<file path="config.mk">
export PLATFORM = sky130hd
export DESIGN_NAME = mux32_rr_sched
export DESIGN_NICKNAME = d
export VERILOG_FILES = /design/src/rtl/mux32_rr_sched_pkg.sv /design/src/rtl/mux32_rr_sched_pick.sv /design/src/rtl/mux32_rr_sched.sv
export SDC_FILE = /design/constraint.sdc
export NUM_CORES = 1
export LEC_CHECK = 0
export CAP_MARGIN = 20
export CORE_UTILIZATION = 40
export DETAILED_ROUTE_END_ITERATION = 10
export PLACE_DENSITY = 0.61
export SETUP_SLACK_MARGIN = 0.3
export SKIP_CTS_REPAIR_TIMING = 1
export SYNTH_ARGS = -nofsm -noshare
export SYNTH_HDL_FRONTEND = slang
export SYNTH_SLANG_ARGS = --single-unit
export TNS_END_PERCENT = 30
</file>
<file path="constraint.sdc">
create_clock -name clk -period 11.3 [get_ports clk]
set_clock_uncertainty 0.1 [all_clocks]
set_input_delay 1.695 -clock clk [delete_from_list [all_inputs] [get_ports clk]]
set_output_delay 1.695 -clock clk [all_outputs]
set_load 0.005 [all_outputs]
</file>
<file path="src/rtl/mux32_rr_sched_pkg.sv">
// Shared definitions for the MUX32 round-robin scheduler.
package mux32_rr_sched_pkg;
    localparam int N_CH  = 32;
    localparam int SEL_W = 5;

    typedef enum logic {
        ST_IDLE  = 1'b0,
        ST_GRANT = 1'b1
    } state_t;
endpackage

</file>
<file path="src/rtl/mux32_rr_sched_pick.sv">
// Rotating-priority finder: first set request strictly after last_ptr, wrapping.
import mux32_rr_sched_pkg::*;

module rr_pick32 (
    input  logic [N_CH-1:0]  req,
    input  logic [SEL_W-1:0] last_ptr,
    output logic [SEL_W-1:0] idx,
    output logic             found
);
    logic [SEL_W-1:0] cand;

    // Walk from farthest to nearest so the nearest hit after last_ptr wins.
    always_comb begin
        idx   = '0;
        found = 1'b0;
        cand  = '0;
        for (int i = N_CH; i >= 1; i--) begin
            cand = last_ptr + SEL_W'(i);
            if (req[cand]) begin
                idx   = cand;
                found = 1'b1;
            end
        end
    end
endmodule

</file>
<file path="src/rtl/mux32_rr_sched.sv">
// Round-robin owner of the MUX32 select; holds a grant until release or hold limit.
import mux32_rr_sched_pkg::*;

module mux32_rr_sched #(
    parameter int MAX_HOLD = 16,
    parameter int CNT_W    = 8
) (
    input  logic             clk,
    input  logic             rst,
    input  logic             enable,
    input  logic [N_CH-1:0]  req,
    input  logic             done,
    output logic [SEL_W-1:0] sel,
    output logic [N_CH-1:0]  grant,
    output logic             grant_valid,
    output logic             timeout
);
    localparam logic [CNT_W-1:0] HOLD_LAST = CNT_W'((MAX_HOLD == 0) ? 0 : MAX_HOLD - 1);
    localparam logic [N_CH-1:0]  ONE       = N_CH'(1);

    state_t           state, state_d;
    logic [CNT_W-1:0] cnt, cnt_d;
    logic [SEL_W-1:0] last_ptr, last_d, sel_d;
    logic [N_CH-1:0]  grant_d;
    logic             gv_d, timeout_d;
    logic [SEL_W-1:0] win_idx;
    logic             win_found;
    logic             hold_hit, owner_drop, release_now;

    rr_pick32 u_pick (
        .req      (req),
        .last_ptr (last_ptr),
        .idx      (win_idx),
        .found    (win_found)
    );

    assign hold_hit    = (MAX_HOLD != 0) && (cnt == HOLD_LAST);
    assign owner_drop  = !req[sel];
    assign release_now = done || owner_drop || hold_hit;

    // Next-state and next-output decode; timeout only flags a pure hold-limit release.
    always_comb begin
        state_d   = state;
        cnt_d     = cnt;
        last_d    = last_ptr;
        sel_d     = sel;
        grant_d   = grant;
        gv_d      = grant_valid;
        timeout_d = 1'b0;
        case (state)
            ST_IDLE: begin
                if (enable && win_found) begin
                    state_d = ST_GRANT;
                    sel_d   = win_idx;
                    grant_d = ONE << win_idx;
                    gv_d    = 1'b1;
                    cnt_d   = '0;
                end
            end
            ST_GRANT: begin
                if (release_now) begin
                    state_d   = ST_IDLE;
                    grant_d   = '0;
                    gv_d      = 1'b0;
                    last_d    = sel;
                    timeout_d = hold_hit && !done && !owner_drop;
                end else if (cnt != '1) begin
                    cnt_d = cnt + 1'b1;
                end
            end
            default: state_d = ST_IDLE;
        endcase
    end

    // State and registered outputs; reset lands the search start at channel 0.
    always_ff @(posedge clk or posedge rst) begin
        if (rst) begin
            state       <= ST_IDLE;
            cnt         <= '0;
            last_ptr    <= SEL_W'(N_CH - 1);
            sel         <= '0;
            grant       <= '0;
            grant_valid <= 1'b0;
            timeout     <= 1'b0;
        end else begin
            state       <= state_d;
            cnt         <= cnt_d;
            last_ptr    <= last_d;
            sel         <= sel_d;
            grant       <= grant_d;
            grant_valid <= gv_d;
            timeout     <= timeout_d;
        end
    end
endmodule

</file>
==> summary.txt, run 1 <==
Logic synthesis
  – Cells after Synth: 975
  – Seq/Total Area, Yosys: 0.142
  – Synth Area in XOR/XNOR: 0.0396
  – Post-synthesis mux area share: 0.384
  – Post-Synth Adder-Cell Area: 0.0187
  – Syn Nets: 1025
  – EDFF count, synth: 0
  – Fraction of registers with async set or reset after synthesis: 1.00
  – Ys flop type: dfrtp_1
  – Syn_area_per_cell: 9.63 um2
  – Compound-gate portion of the synthesized area: 0.203
  – Largest family of logic cells by synthesized area: multiplexers
  – Flops & latches, synth: 53
  – Distinct cells, synth: 103
  – Synth Area in Simple Gates: 0.160
  – Warnings, synthesis: 0
  – Post-Syn Area: 9390 um2

Setup path
  – Req. time, crit path: 11400 ps
  – Crit-path slowest cell: dfstp_4
  – Crit path from: last_ptr[1]$_DFFE_PP1P_
  – Internal reg-to-reg setup slack: 4570 ps
  – Top cell by count, worst path: mux2i_1
  – CP max FO: 27
  – Slowest Stage Delay on Critical Path: 800 ps
  – Reg2reg start: last_ptr[1]$_DFFE_PP1P_
  – Reg2reg path depth: 15
  – Startpoint types: register
  – Reg-to-Reg End: grant[30]$_DFFE_PP0P_
  – CP Capture Type: register
  – Data arrival time of the critical path: 6840 ps
  – Worst-path cell chain: clkinv_1 > ha_1 > buf_4 > mux4_2 > mux2i_1 > mux2i_1 > mux2i_1 > and4_1 > nand4_1 > or4_4 > nand3b_4 > and2_1 > buf_16 > nand2_1 > o31ai_1
  – End point of the critical path: grant[30]$_DFFE_PP0P_
  – Crit Path Class: register to register

Run
  – Max Cap Viol: 0

Floorplanning
  – Die height: 155 um
  – Initial Util: 0.411
  – Die width: 155 um
  – Std-Cell Rows: 55
  – I/O pin cnt: 75
  – Full die area: 24100 um2
  – Placeable Area: 22800 um2

Layout
  – Fin cells: 1330
  – ANT cells: 0
  – Layout area overhead: 11.5%
  – Final Net Count: 1066
  – Layout cell share with drive strength beyond 1: 0.211

STA
  – Min Tclk post-route: 6730 ps
  – Worst rel slew slack: 0.326
  – RSZ-0062 raised after global routing: false
  – Hold Slack: 383 ps
  – Setup ws final: 4570 ps
  – Slew of the pin with the lowest slew margin: 1010 ps
  – Fin. max-slew vios: 0
  – Achievable frequency: 0.149 GHz
  – Final Hold Fails: 0
  – Final Cycle Share: 0.596
  – Setup violators final: 0
  – TNS Setup: 0 ps

Placed design
  – GPL Wtd Cong: 1.03
  – Pre-CTS WS: 4260 ps
  – I/O Buffers: 74
  – HPWL after DPL: 28800 um
  – Placed Instances: 1321

Global routing
  – Total gr overflow: 0
  – Gr usage total: 0.312
  – Initial antenna violation count: 0
  – Largest net degree at the start of global routing: 61
  – First-pass GRT wire length: 56300 um
  – Number of global-route vias before repair: 8712

Routing
  – Avg WL per Cell: 28.2 um
  – Vias: 9279
  – Final ANT Viol Nets: 0
  – # DRC: 0
  – DR pass1 iterations: 6
  – DRT Wirelength: 37500 um
  – DR iter-0 viols: 881
  – Via-per-instance ratio: 6.98

Clocking
  – Clock slew at reported path FFs: 80 ps
  – Clk sinks: 53
  – H-tree depth: 2
  – CTS Buf Count: 5
  – CTS tree: yes
  – CTS root buf: clkbuf_16
  – Latest clock arrival within the worst-skew pair: 300 ps
  – Clk buf depth: 2

Worst hold path
  – Min-delay worst type: register to register

Status
  – Status: finished, final reports clean
[cell usage in the layout, fill, tap and decap left out, drive strengths merged, types with 29 or more instances in the layout]
master / synthesis / routed
o21ai: 48 / 48
mux2: 42 / 42
nor2: 53 / 53
nand2: 126 / 126
a21oi: 43 / 43
o31ai: 29 / 29
mux2i: 86 / 86
mux4: 98 / 98
dfrtp: 48 / 48
clkdlybuf4s50: 0 / 74
[synthesized netlist by cell type (15+ instances only)]
library cell	number	area (um2)
mux4_2	97	2180
xnor2_1	20	175
mux2i_1	78	781
a21oi_1	42	210
dfrtp_1	48	1200
clkbuf_1	18	67.6
o31ai_1	29	218
buf_2	18	90.1
nand2_1	126	473
mux2_2	35	394
nor2_1	52	195
o21ai_0	39	195
inv_1	19	71.3
nand3_1	18	90.1
xor2_1	15	131
[worst min-delay path by stage]
| stage | from | endpoint | depth (start not counted) |
|---|---|---|---|
| after floorplan | grant[0]$_DFFE_PP0P_ | grant[0]$_DFFE_PP0P_ | 2 |
| after global routing | grant[11]$_DFFE_PP0P_ | grant[11]$_DFFE_PP0P_ | 2 |
| after detailed placement | grant[11]$_DFFE_PP0P_ | grant[11]$_DFFE_PP0P_ | 2 |
| after global placement | grant[8]$_DFFE_PP0P_ | grant[8]$_DFFE_PP0P_ | 2 |
| after CTS | grant[11]$_DFFE_PP0P_ | grant[11]$_DFFE_PP0P_ | 2 |
| final | grant[9]$_DFFE_PP0P_ | grant[9]$_DFFE_PP0P_ | 2 |
[worst max-delay path, delay by kind of cell, from the launching register on]
kind	cells	cell delay (ps)
adder cells (fa/ha/maj)	1	730
AO/OA/AOI/OAI	1	60
flip-flops	1	800
AND/OR/NAND/NOR	6	1670
multiplexers	4	2100
buffers and inverters	3	1110
[cell families after synthesis]
logic type	after synthesis
AND/OR/NAND/NOR	297
adder cells (fa/ha/maj)	14
multiplexers	226
XOR/XNOR	39
buffers and inverters	87
AO/OA/AOI/OAI	259
flip-flops	53
[final cells by class]
class                      count  area, um2
tap                          313        392
fill                        2244      12400
timing repair buffer          97        933
clock inverter                 3       26.3
multi-input combinational    835       7570
clock buffer                   5        125
sequential                    53       1340
inverter                      24       90.1
[registers in the layout, indices dropped and copies added (netlist names)]
signal,flops
grant,32
grant_valid,1
timeout,1
cnt,8
state,1
sel,5
last_ptr,5
[routing by layer]
metal | vias to the layer above | wire length [um] | track usage | part of all wire
met5 | - | 0 | 0 | 0
met2 | 575 | 16600 | 0.477 | 0.44
met3 | 115 | 3230 | 0.0504 | 0.086
met1 | 4637 | 15900 | 0.436 | 0.42
met4 | 0 | 1800 | 0.135 | 0.048
li1 | 3952 | - | - | -
[per-stage QoR]
step / util / cell area, um2
floorplan: - / 9390
global placement: 0.451 / 10300
detailed placement: 0.451 / 10300
CTS: 0.457 / 10400
global route: 0.458 / 10500
finish: 0.458 / 10500
Power of run 1 is left out: the tool's default activity adds up to more than one toggle a clock period on the data nets, which glitch-free logic cannot reach.
==> inputs of run 2 (changes only) <==
Clock period 11.3 ns to 6.93 ns, I/O delays scaled along.
==> run 2 against run 1 <==
Sequential cell count did not move. Critical path type unchanged. Routed wire length fell by 0.86%. Sequential share of layout area fell by 0.13 points. Via count rose by 0.29%. Cell count rose by 1.3%. Worst setup slack got worse by 4000 ps. Clock-buffer cell count did not move. Hold slack got worse by 2.6 ps. Critical path depth fell by 2. Largest cell class unchanged. Non-clock buffer count rose by 17. First-iteration DRC count rose by 28%.
==> summary.txt, run 2 (synthesis gave the netlist of run 1 again) <==
Layout
  – Top flop regs: grant x32, cnt x8
  – Final core utilization: 0.463
  – Layout area overhead: 12.7%
  – Largest reg by FF count: grant
  – Multi-input gate area in the final layout: 7570 um2
  – Final Net Count: 1083
  – FF/Latch Area: 1340 um2
  – Layout cell share with drive strength beyond 1: 0.225
  – Filler Cell Count: 2236
  – ANT cells: 0
  – Max FFs per register: 32
  – Commonest non-fill, non-tap cell in the layout: nand2_1
  – Commonest non-fill, non-tap cells in the layout: 126 x nand2_1, 97 x mux4_2, 78 x mux2i_1, 74 x clkdlybuf4s50_1, 52 x nor2_1

Clocking
  – Clk sinks: 53
  – CTS root buf: clkbuf_16
  – Clock slew at reported path FFs: 70 ps
  – Latest clock arrival within the worst-skew pair: 290 ps
  – Clk buf depth: 2
  – H-tree depth: 2
  – CTS Buf Count: 5
  – CTS tree: yes

Setup path
  – Crit-path slowest cell: dfstp_4
  – Startpoint types: register
  – Req. time, crit path: 7030 ps
  – Data arrival time of the critical path: 6420 ps
  – CP max FO: 36
  – Crit Path Class: register to register
  – Slowest Stage Delay on Critical Path: 900 ps
  – CP Capture Type: register
  – Worst-path cell chain: clkinv_1 > ha_1 > mux4_2 > mux2i_1 > mux2i_1 > a22oi_1 > o22a_1 > o2111ai_1 > a2111oi_0 > o31ai_1 > a21oi_1 > nand3_1 > o31ai_1

Worst hold path
  – Min-delay worst type: register to register

Run
  – Max Cap Viol: 0

STA
  – Min Tclk post-route: 6320 ps
  – Fin. max-slew vios: 0
  – Final Hold Fails: 0
  – TNS Setup: 0 ps
  – Setup violators final: 0
  – Worst rel slew slack: 0.253
  – Achievable frequency: 0.158 GHz
  – Final Cycle Share: 0.912
  – Slew of the pin with the lowest slew margin: 1120 ps
  – RSZ-0062 raised after global routing: false

Placed design
  – I/O Buffers: 74
  – HPWL after DPL: 29100 um
  – GPL Wtd Cong: 1.03

Global routing
  – First-pass GRT wire length: 56100 um
  – Initial antenna violation count: 0
  – Largest net degree at the start of global routing: 54
  – Gr usage total: 0.311
  – Total gr overflow: 0
  – Number of global-route vias before repair: 8646

Floorplanning
  – Initial Util: 0.411
  – Full die area: 24100 um2
  – Placeable Area: 22800 um2
  – Die height: 155 um
  – Die width: 155 um
  – I/O pin cnt: 75
  – Std-Cell Rows: 55

Routing
  – # DRC: 0
  – Vias: 9306
  – DR pass1 iterations: 7
  – Avg WL per Cell: 27.6 um
  – DRT Wirelength: 37200 um
  – Via-per-instance ratio: 6.91
  – Final ANT Viol Nets: 0
  – DR iter-0 viols: 1126

Status
  – Status: finished, final reports clean
==> run 2: routing by layer <==
layer,global-route usage,wire length [um],up-vias
met5,0,0,-
met4,0.143,2150,0
met3,0.0365,3140,113
met2,0.472,16200,614
met1,0.444,15700,4578
li1,-,-,4001
==> run 2: per-stage QoR <==
stage	setup WS (ps)	instances	hold slack, ps	cell area (um2)
2_1_floorplan	1600	975	370	9390
3_3_place_gp	475	1337	367	10400
3_5_place_dp	584	1338	373	10400
4_1_cts	575	1346	390	10600
5_1_grt	449	1347	412	10600
6_report	610	1347	381	10600
==> run 2: layout make-up <==
cell class,instances,area share
Clock buffer,5,0.0118
Clock inverter,3,0.00213
Inverter,24,0.00852
Multi-Input combinational cell,835,0.716
Sequential cell,53,0.126
Tap cell,313,0.0370
Timing Repair Buffer,114,0.0984
==> run 2: worst max-delay path, delay by kind of cell (launching register included) <==
| family | cells | cell delay, ps |
|---|---|---|
| AOI/OAI and AO/OA | 7 | 2320 |
| adders and majority gates | 1 | 870 |
| buffers and inverters | 1 | 230 |
| DFF | 1 | 900 |
| muxes | 3 | 1380 |
| and+or+nand+nor | 1 | 390 |
==> run 2: final timing paths <==
kind                       cells past startpoint                    end  slack (ps)               startpoint
min in group asynchronous                      3   grant[1]$_DFFE_PP0P_        1160                      rst
setup / recovery                              13  grant[28]$_DFFE_PP0P_         610  last_ptr[1]$_DFFE_PP1P_
setup reg to reg                              13  grant[28]$_DFFE_PP0P_         610  last_ptr[1]$_DFFE_PP1P_
max in group asynchronous                      3  grant[13]$_DFFE_PP0P_        5130                      rst
hold reg to reg                                2  grant[30]$_DFFE_PP0P_         380    grant[30]$_DFFE_PP0P_
hold / removal                                 2  grant[30]$_DFFE_PP0P_         380    grant[30]$_DFFE_PP0P_
Power of run 2 is left out for the same reason.
==> inputs of run 3 (changes only) <==
Settings changed: SLEW_MARGIN set to 25.
==> run 3 against run 2 <==
Via count grew 0.41%. Cell count is 0.15% lower. Routed wire length is 1.6% higher. Design area hardly changed. Critical path type unchanged.
==> summary.txt, run 3 (synthesis gave the netlist of run 1 again) <==
Status
  – Status: finished, final reports clean

Layout
  – Layout cell share with drive strength beyond 1: 0.228
  – Commonest non-fill, non-tap cells in the layout: 126 x nand2_1, 97 x mux4_2, 77 x mux2i_1, 74 x clkdlybuf4s50_1, 52 x nor2_1
  – Filler Cell Count: 2250
  – Top flop regs: grant x32, cnt x8
  – Largest reg by FF count: grant
  – Layout area overhead: 12.8%
  – Final Net Count: 1081
  – Final Cell Area: 10600 um2
  – ANT cells: 0
  – Max FFs per register: 32
  – Commonest non-fill, non-tap cell in the layout: nand2_1

Clocking
  – Clk buf depth: 2
  – CTS Buf Count: 5
  – Latest clock arrival within the worst-skew pair: 300 ps
  – Clock slew at reported path FFs: 70 ps
  – Clk sinks: 53
  – H-tree depth: 2
  – CTS tree: yes
  – CTS root buf: clkbuf_16

Setup path
  – Internal reg-to-reg setup slack: 670 ps
  – Crit Path Class: register to register
  – CP max FO: 36
  – Startpoint types: register
  – Data arrival time of the critical path: 6360 ps
  – Req. time, crit path: 7030 ps
  – Reg2reg path depth: 14
  – CP Capture Type: register

STA
  – Slew of the pin with the lowest slew margin: 957 ps
  – Worst rel slew slack: 0.359
  – Final Cycle Share: 0.903
  – Hold Slack: 382 ps
  – Min Tclk post-route: 6260 ps
  – Final Hold Fails: 0
  – Achievable frequency: 0.160 GHz
  – Fin. max-slew vios: 0
  – Setup violators final: 0
  – RSZ-0062 raised after global routing: false
  – TNS Setup: 0 ps
  – Setup ws final: 672 ps

Worst hold path
  – Hold path cells: 2
  – Min-delay worst type: register to register

Routing
  – Via-per-instance ratio: 6.95
  – WL met1: 16200 um
  – Top Metal Used: met4
  – Final ANT Viol Nets: 0
  – DR pass1 iterations: 5
  – Vias: 9344
  – DRT Wirelength: 37800 um
  – DR iter-0 viols: 960
  – WL met3: 2800 um
  – # DRC: 0
  – Avg WL per Cell: 28.1 um
  – Met2 routed WL: 16800 um

Floorplanning
  – Placeable Area: 22800 um2
  – Die height: 155 um
  – Std-Cell Rows: 55
  – I/O pin cnt: 75
  – Die width: 155 um
  – Initial Util: 0.411
  – Full die area: 24100 um2

Placed design
  – HPWL after DPL: 29400 um
  – Pre-CTS WS: 579 ps
  – I/O Buffers: 74
  – Area after DPL: 10400 um2
  – GPL Wtd Cong: 1.03

Global routing
  – Total gr overflow: 0
  – Initial antenna violation count: 0
  – Number of global-route vias before repair: 8622
  – First-pass GRT wire length: 57300 um
  – Largest net degree at the start of global routing: 54
  – Gr usage total: 0.319

Run
  – Max Cap Viol: 0
[run 3: critical path: stages, from the launching register on]
cell	delay (ps)
dfstp_4	900
clkinv_1	260
buf_4	260
ha_1	320
xnor2_1	650
buf_4	320
mux2i_1	190
mux4_2	650
o21ai_0	180
o2111ai_1	330
a2111oi_0	600
o31ai_1	290
a21oi_1	380
nand3_1	390
o31ai_1	330
[run 3: layout make-up]
class	instances	area (um2)	share of cell area
clock inverters	3	22.5	0.00213
flip-flops and latches	53	1340	0.127
clock buffers	5	125	0.0118
well taps	313	392	0.0370
multi-input cells	835	7590	0.717
repair buffers	112	1030	0.0969
inverters	24	90.1	0.00851
[run 3: final timing paths]
check / start / end
setup / recovery: last_ptr[1]$_DFFE_PP1P_ / grant[28]$_DFFE_PP0P_
hold / removal: grant[30]$_DFFE_PP0P_ / grant[30]$_DFFE_PP0P_
setup reg to reg: last_ptr[1]$_DFFE_PP1P_ / grant[28]$_DFFE_PP0P_
hold reg to reg: grant[30]$_DFFE_PP0P_ / grant[30]$_DFFE_PP0P_
max in group asynchronous: rst / grant[16]$_DFFE_PP0P_
min in group asynchronous: rst / sel[2]$_DFFE_PP0P_
[run 3: metrics by stage]
stage | std cells | utilization
floorplan | 975 | -
global placement | 1337 | 0.456
detailed placement | 1337 | 0.456
CTS | 1345 | 0.463
global route | 1345 | 0.463
finish | 1345 | 0.463
[run 3: routing by layer]
layer  vias to the layer above  GRT usage
li1                       4005          -
met1                      4689      0.452
met2                       554      0.484
met3                        96     0.0407
met4                         0      0.148
met5                         -          0
Power of run 3 is left out for the same reason.
